**src/rtl/servo_pkg.sv**
```systemverilog
// Shared types and constants for the servo position controller.
package servo_pkg;

  typedef enum logic [1:0] {
    StDisabled,
    StHold,
    StMoving
  } servo_state_e;

  localparam logic [7:0] ANGLE_MAX    = 8'd180;
  localparam logic [7:0] ANGLE_CENTER = 8'd90;

  // Angle in degrees to pulse width in clocks; angles beyond the travel limit are clamped.
  function automatic logic [31:0] angle_to_width(input logic [7:0]  angle,
                                                 input logic [31:0] duty_min,
                                                 input logic [31:0] duty_per_deg);
    logic [7:0] a;
    a = (angle > ANGLE_MAX) ? ANGLE_MAX : angle;
    return duty_min + 32'(a) * duty_per_deg;
  endfunction

endpackage

```
**src/rtl/frame_timer.sv**
```systemverilog
// Free-running PWM frame counter; frame_tick marks the last clock of each frame.
module frame_timer #(
  parameter int unsigned PERIOD_CYCLES = 500000
) (
  input  logic clk,
  input  logic rst_n,
  output logic frame_tick
);

  localparam int unsigned CntW = (PERIOD_CYCLES > 1) ? $clog2(PERIOD_CYCLES) : 1;
  localparam logic [CntW-1:0] CntLast = CntW'(PERIOD_CYCLES - 1);

  logic [CntW-1:0] frame_cnt_q, frame_cnt_d;

  always_comb begin
    frame_tick  = (frame_cnt_q == CntLast);
    frame_cnt_d = frame_tick ? '0 : frame_cnt_q + 1'b1;
  end

  always_ff @(posedge clk) begin
    if (!rst_n) begin
      frame_cnt_q <= '0;
    end else begin
      frame_cnt_q <= frame_cnt_d;
    end
  end

endmodule

```
**src/rtl/servo_ctrl.sv**
```systemverilog
// Servo position controller: angle commands in, frame-aligned slewed duty values out to the PWM.
module servo_ctrl
  import servo_pkg::*;
#(
  parameter int unsigned PERIOD_CYCLES  = 500000,
  parameter int unsigned DUTY_MIN       = 12500,
  parameter int unsigned DUTY_PER_DEG   = 250,
  parameter int unsigned STEP_PER_FRAME = 500
) (
  input  logic        clk,
  input  logic        rst_n,
  input  logic        enable,
  input  logic        cmd_valid,
  input  logic [7:0]  cmd_angle,
  output logic        cmd_ready,
  output logic [31:0] period,
  output logic [31:0] duty_cycle,
  output logic        at_target,
  output logic        busy
);

  localparam logic [31:0] Step        = 32'(STEP_PER_FRAME);
  localparam logic [31:0] CenterWidth =
      angle_to_width(ANGLE_CENTER, 32'(DUTY_MIN), 32'(DUTY_PER_DEG));

  servo_state_e state_q, state_d;
  logic [31:0]  cur_q, cur_d;
  logic [31:0]  tgt_q, tgt_d;
  logic [31:0]  duty_q, duty_d;
  logic         at_target_q;
  logic         frame_tick;
  logic         transfer;
  logic [31:0]  cmd_width;
  logic [31:0]  diff;
  logic [31:0]  stepped;

  frame_timer #(
    .PERIOD_CYCLES(PERIOD_CYCLES)
  ) u_frame_timer (
    .clk       (clk),
    .rst_n     (rst_n),
    .frame_tick(frame_tick)
  );

  always_comb begin
    period     = 32'(PERIOD_CYCLES);
    cmd_ready  = (state_q != StMoving);
    busy       = (state_q == StMoving);
    duty_cycle = duty_q;
    at_target  = at_target_q;
  end

  always_comb begin
    cmd_width = angle_to_width(cmd_angle, 32'(DUTY_MIN), 32'(DUTY_PER_DEG));
    transfer  = cmd_valid && cmd_ready;
    tgt_d     = transfer ? cmd_width : tgt_q;

    // Subtract the smaller from the larger so the step can never wrap past the target.
    if (tgt_q >= cur_q) begin
      diff    = tgt_q - cur_q;
      stepped = cur_q + ((diff > Step) ? Step : diff);
    end else begin
      diff    = cur_q - tgt_q;
      stepped = cur_q - ((diff > Step) ? Step : diff);
    end

    cur_d = cur_q;
    if (state_q == StMoving && enable && frame_tick) begin
      cur_d = stepped;
    end

    duty_d = duty_q;
    if (frame_tick) begin
      duty_d = (state_q == StDisabled) ? 32'd0 : cur_d;
    end

    state_d = state_q;
    unique case (state_q)
      StDisabled: begin
        // Compare against the incoming target so a command taken while disabled is not lost.
        if (enable) state_d = (cur_q == tgt_d) ? StHold : StMoving;
      end
      StHold: begin
        if (!enable) begin
          state_d = StDisabled;
        end else if (transfer && (cmd_width != cur_q)) begin
          state_d = StMoving;
        end
      end
      StMoving: begin
        if (!enable) begin
          state_d = StDisabled;
        end else if (frame_tick && (cur_d == tgt_q)) begin
          state_d = StHold;
        end
      end
      default: state_d = StDisabled;
    endcase
  end

  always_ff @(posedge clk) begin
    if (!rst_n) begin
      state_q     <= StDisabled;
      cur_q       <= CenterWidth;
      tgt_q       <= CenterWidth;
      duty_q      <= 32'd0;
      at_target_q <= 1'b1;
    end else begin
      state_q     <= state_d;
      cur_q       <= cur_d;
      tgt_q       <= tgt_d;
      duty_q      <= duty_d;
      at_target_q <= (cur_d == tgt_d);
    end
  end

endmodule

```
**config.mk**
```make
export PLATFORM = sky130hd
export DESIGN_NAME = servo_ctrl
export DESIGN_NICKNAME = d
export VERILOG_FILES = /design/src/rtl/servo_pkg.sv /design/src/rtl/frame_timer.sv /design/src/rtl/servo_ctrl.sv
export SDC_FILE = /design/constraint.sdc
export NUM_CORES = 1
export LEC_CHECK = 0
export CORE_MARGIN = 2
export CORE_UTILIZATION = 40
export DETAILED_ROUTE_END_ITERATION = 8
export PLACE_DENSITY_LB_ADDON = 0.12
export SYNTH_ARGS = -nofsm -noshare
export SYNTH_HDL_FRONTEND = slang
export SYNTH_HIERARCHICAL = 1
export SYNTH_SLANG_ARGS = --single-unit
```
**constraint.sdc**
```tcl
create_clock -name clk -period 8.22 [get_ports clk]
set_clock_uncertainty 0.05 [all_clocks]
set_input_delay 0.822 -clock clk [delete_from_list [all_inputs] [get_ports clk]]
set_output_delay 0.822 -clock clk [all_outputs]
set_load 0.02 [all_outputs]
```
==> flow_summary_export.csv <==
group,metric,value,unit
run_status,status,"finished, final reports clean",
floorplanning,core,35500,um2
sta,fmax,125,MHz
detailed_routing,vias_per_cell,5.89,
sta,setup_viol,0,
worst_setup_path,crit_top_cell,"inv_1",
logic_synthesis,synth_edf_count,0,
final_layout,final_cell_area,17200,um2
detailed_routing,num_vias,15100,
detailed_routing,wl,59700,um
clock_tree,cts_root_buf,"clkbuf_16",
final_layout,postLayoutCoreUtil,0.485,
placed_design,dp_hpwl,49000,um
final_layout,mostFrequentLayoutCells,"buf_4, nand2_1, a21oi_1",
logic_synthesis,yosys_most_used_dff,"dfxtp_1",
clock_tree,cts_max_level,4,
worst_setup_path,cp_max_fo,5,
logic_synthesis,synth_cells,1903,
detailed_routing,drcViolationCount,0,
placed_design,placed_cell_area,16500,um2
logic_synthesis,async_reset_ff_frac,0,
grt,grt_pass1_vias,14300,
floorplanning,die_w,193,um
power,power.leakage,0.00760,uW
final_layout,drive_gt1_frac,0.157,
logic_synthesis,synth_seq_area_share,0.165,
clock_tree,cts.sinks,118,
worst_setup_path,slowest_delay,500,ps
final_layout,final_common_cell,"buf_4",
sta,tightestPinTransition,944,ps
sta,fin_setup_tns,0,ps
clock_tree,cts_tree,"done",
placed_design,io_buffers,46,
grt,grt_pass1_wl,89500,um
floorplanning,io_pins,79,
power,ir_drop,0.000384,V
final_layout,finalNetCount,2262,
logic_synthesis,synth.avg_cell_area,7.54,um2
placed_design,place_congestion,1.02,
detailed_routing,wl_per_cell,23.3,um
worst_setup_path,critical_path_class,"register to register",
sta,period_share,0.974,
flow_run,maxCapViolations,0,
worst_setup_path,cp-start-kind,"register",
grt,overflow,0,
final_layout,fill_cells,3624,
sta,fin_crit,8010,ps
detailed_routing,antenna_left,0,
final_layout,seq_area,2360,um2
worst_setup_path,crit_path_end_kind,"register",
logic_synthesis,ys_warn_count,6,
final_layout,final_cells,2561,
min_path,hp-class,"register to register",
clock_tree,clk_pin_slew_worst_paths,70,ps
final_layout,multi_input_area,11100,um2
power,p_per_area,402,nW/um2
logic_synthesis,ys_ff_latch,118,
sta,slew_violations,0,
sta,hold_violations,0,
worst_setup_path,cp.arrival,8310,ps
floorplanning,dieArea,37400,um2
clock_tree,worstSkewPairLatency,450,ps
final_layout,area_growth,19.9,%
logic_synthesis,ys_types,108,
grt,grt.total_usage,0.314,
floorplanning,row_count,69,
final_layout,diodes,0,
logic_synthesis,syn_area,14400,um2
grt,grt_max_degree,39,
floorplanning,start_util,0.404,
worst_setup_path,crit_slowest_cell,"or4_4",
sta,slew_headroom,0.368,
clock_tree,clockBufferDepth,2,
grt,antenna_found_initial,0,
detailed_routing,dr.first_iter.drc_count,1468,
floorplanning,die_h,193,um
worst_setup_path,required,8520,ps
sta,rsz0062_at_grt,"true",
detailed_routing,dr.pass1.iters,8,
clock_tree,numCtsBuffers,17,
placed_design,dpl.cell_count,2526,
==> per-layer routing <==
metal | track usage | share of wire
met5 | 0 | 0
met1 | 0.432 | 0.45
met3 | 0.0621 | 0.073
met2 | 0.487 | 0.44
met4 | 0.113 | 0.036
==> worst paths after layout <==
check,startpoint,to,slack (ps),cells past startpoint
max reg2reg,tgt_q[0],state_q[1],210,34
min reg2reg,duty_cycle[18],duty_cycle[18],410,2
min,duty_cycle[18],duty_cycle[18],410,2
max,tgt_q[0],state_q[1],210,34
==> critical path: cells and delay by family (launching register included) <==
family,cells,cell delay (ps)
xor gates and xnor gates,2,490
DFF,1,360
adders and majority gates,4,1240
and+or+nand+nor,10,2620
AOI/OAI and AO/OA,14,2830
buffers and inverters,4,340
==> final cells by class <==
cell class | count | area share
well taps | 461 | 0.0335
inverters | 131 | 0.0286
clock inverters | 14 | 0.00691
repair buffers | 267 | 0.123
flip-flops and latches | 118 | 0.137
clock buffers | 18 | 0.0249
multi-input cells | 1552 | 0.645
==> sequential cells by signal, summed over array words and instances (netlist names) <==
register / flops
cur_q: 32
duty_cycle: 32
tgt_q: 32
u_frame_timer/frame_cnt_q: 19
state_q: 2
at_target: 1
==> through the flow <==
step	power (uW)	worst slack [ps]	hold slack (ps)
after floorplan	4260	559	388
after global placement	5950	-290	393
after detailed placement	5940	-226	395
after CTS	6710	72.6	415
after global routing	7350	-52.2	442
final	6910	212	408
==> timing repair <==
action	in CTS	in global routing
resized for setup	5	31
buffers inserted	0	3
setup endpoints to repair	3	3
pin swaps	0	2
cloned	0	0
hold buffers	0	0
==> report_power, final <==
part	switching (uW)	leakage (uW)	internal [uW]	total, uW
Sequential	39.9	0.000955	596	636
Combinational	3200	0.00639	2350	5540
Clock	334	0.000258	393	728
Total	3570	0.00760	3340	6910
==> cell usage after synthesis (22+ instances only) <==
cell | number | area [um2]
buf_2 | 22 | 110
xor2_1 | 61 | 534
and2_1 | 29 | 181
xnor2_1 | 134 | 1170
nand4_1 | 46 | 288
a21o_1 | 44 | 330
clkbuf_1 | 67 | 251
buf_4 | 34 | 255
fa_1 | 24 | 480
dfxtp_1 | 118 | 2360
a31oi_1 | 33 | 206
inv_1 | 131 | 492
nand2_1 | 154 | 578
ha_1 | 139 | 1740
nand3_1 | 42 | 210
nor4_1 | 29 | 181
a21oi_1 | 152 | 761
o21ai_0 | 98 | 490
nor2_1 | 147 | 552
nor3_1 | 46 | 230
==> cells by family (layout without fill, tap and decap cells) <==
group                      after synthesis  in the layout  synth area share
and+or+nand+nor                        591            591             0.206
other                                    2             33          0.000523
AOI/OAI and AO/OA                      560            560             0.266
buffers and inverters                  264            430            0.0810
adders and majority gates              163            163             0.155
DFF                                    118            118             0.165
muxes                                    9              9           0.00645
xor gates and xnor gates               196            196             0.120
No activity file was read; power rests on OpenSTA's default activity.
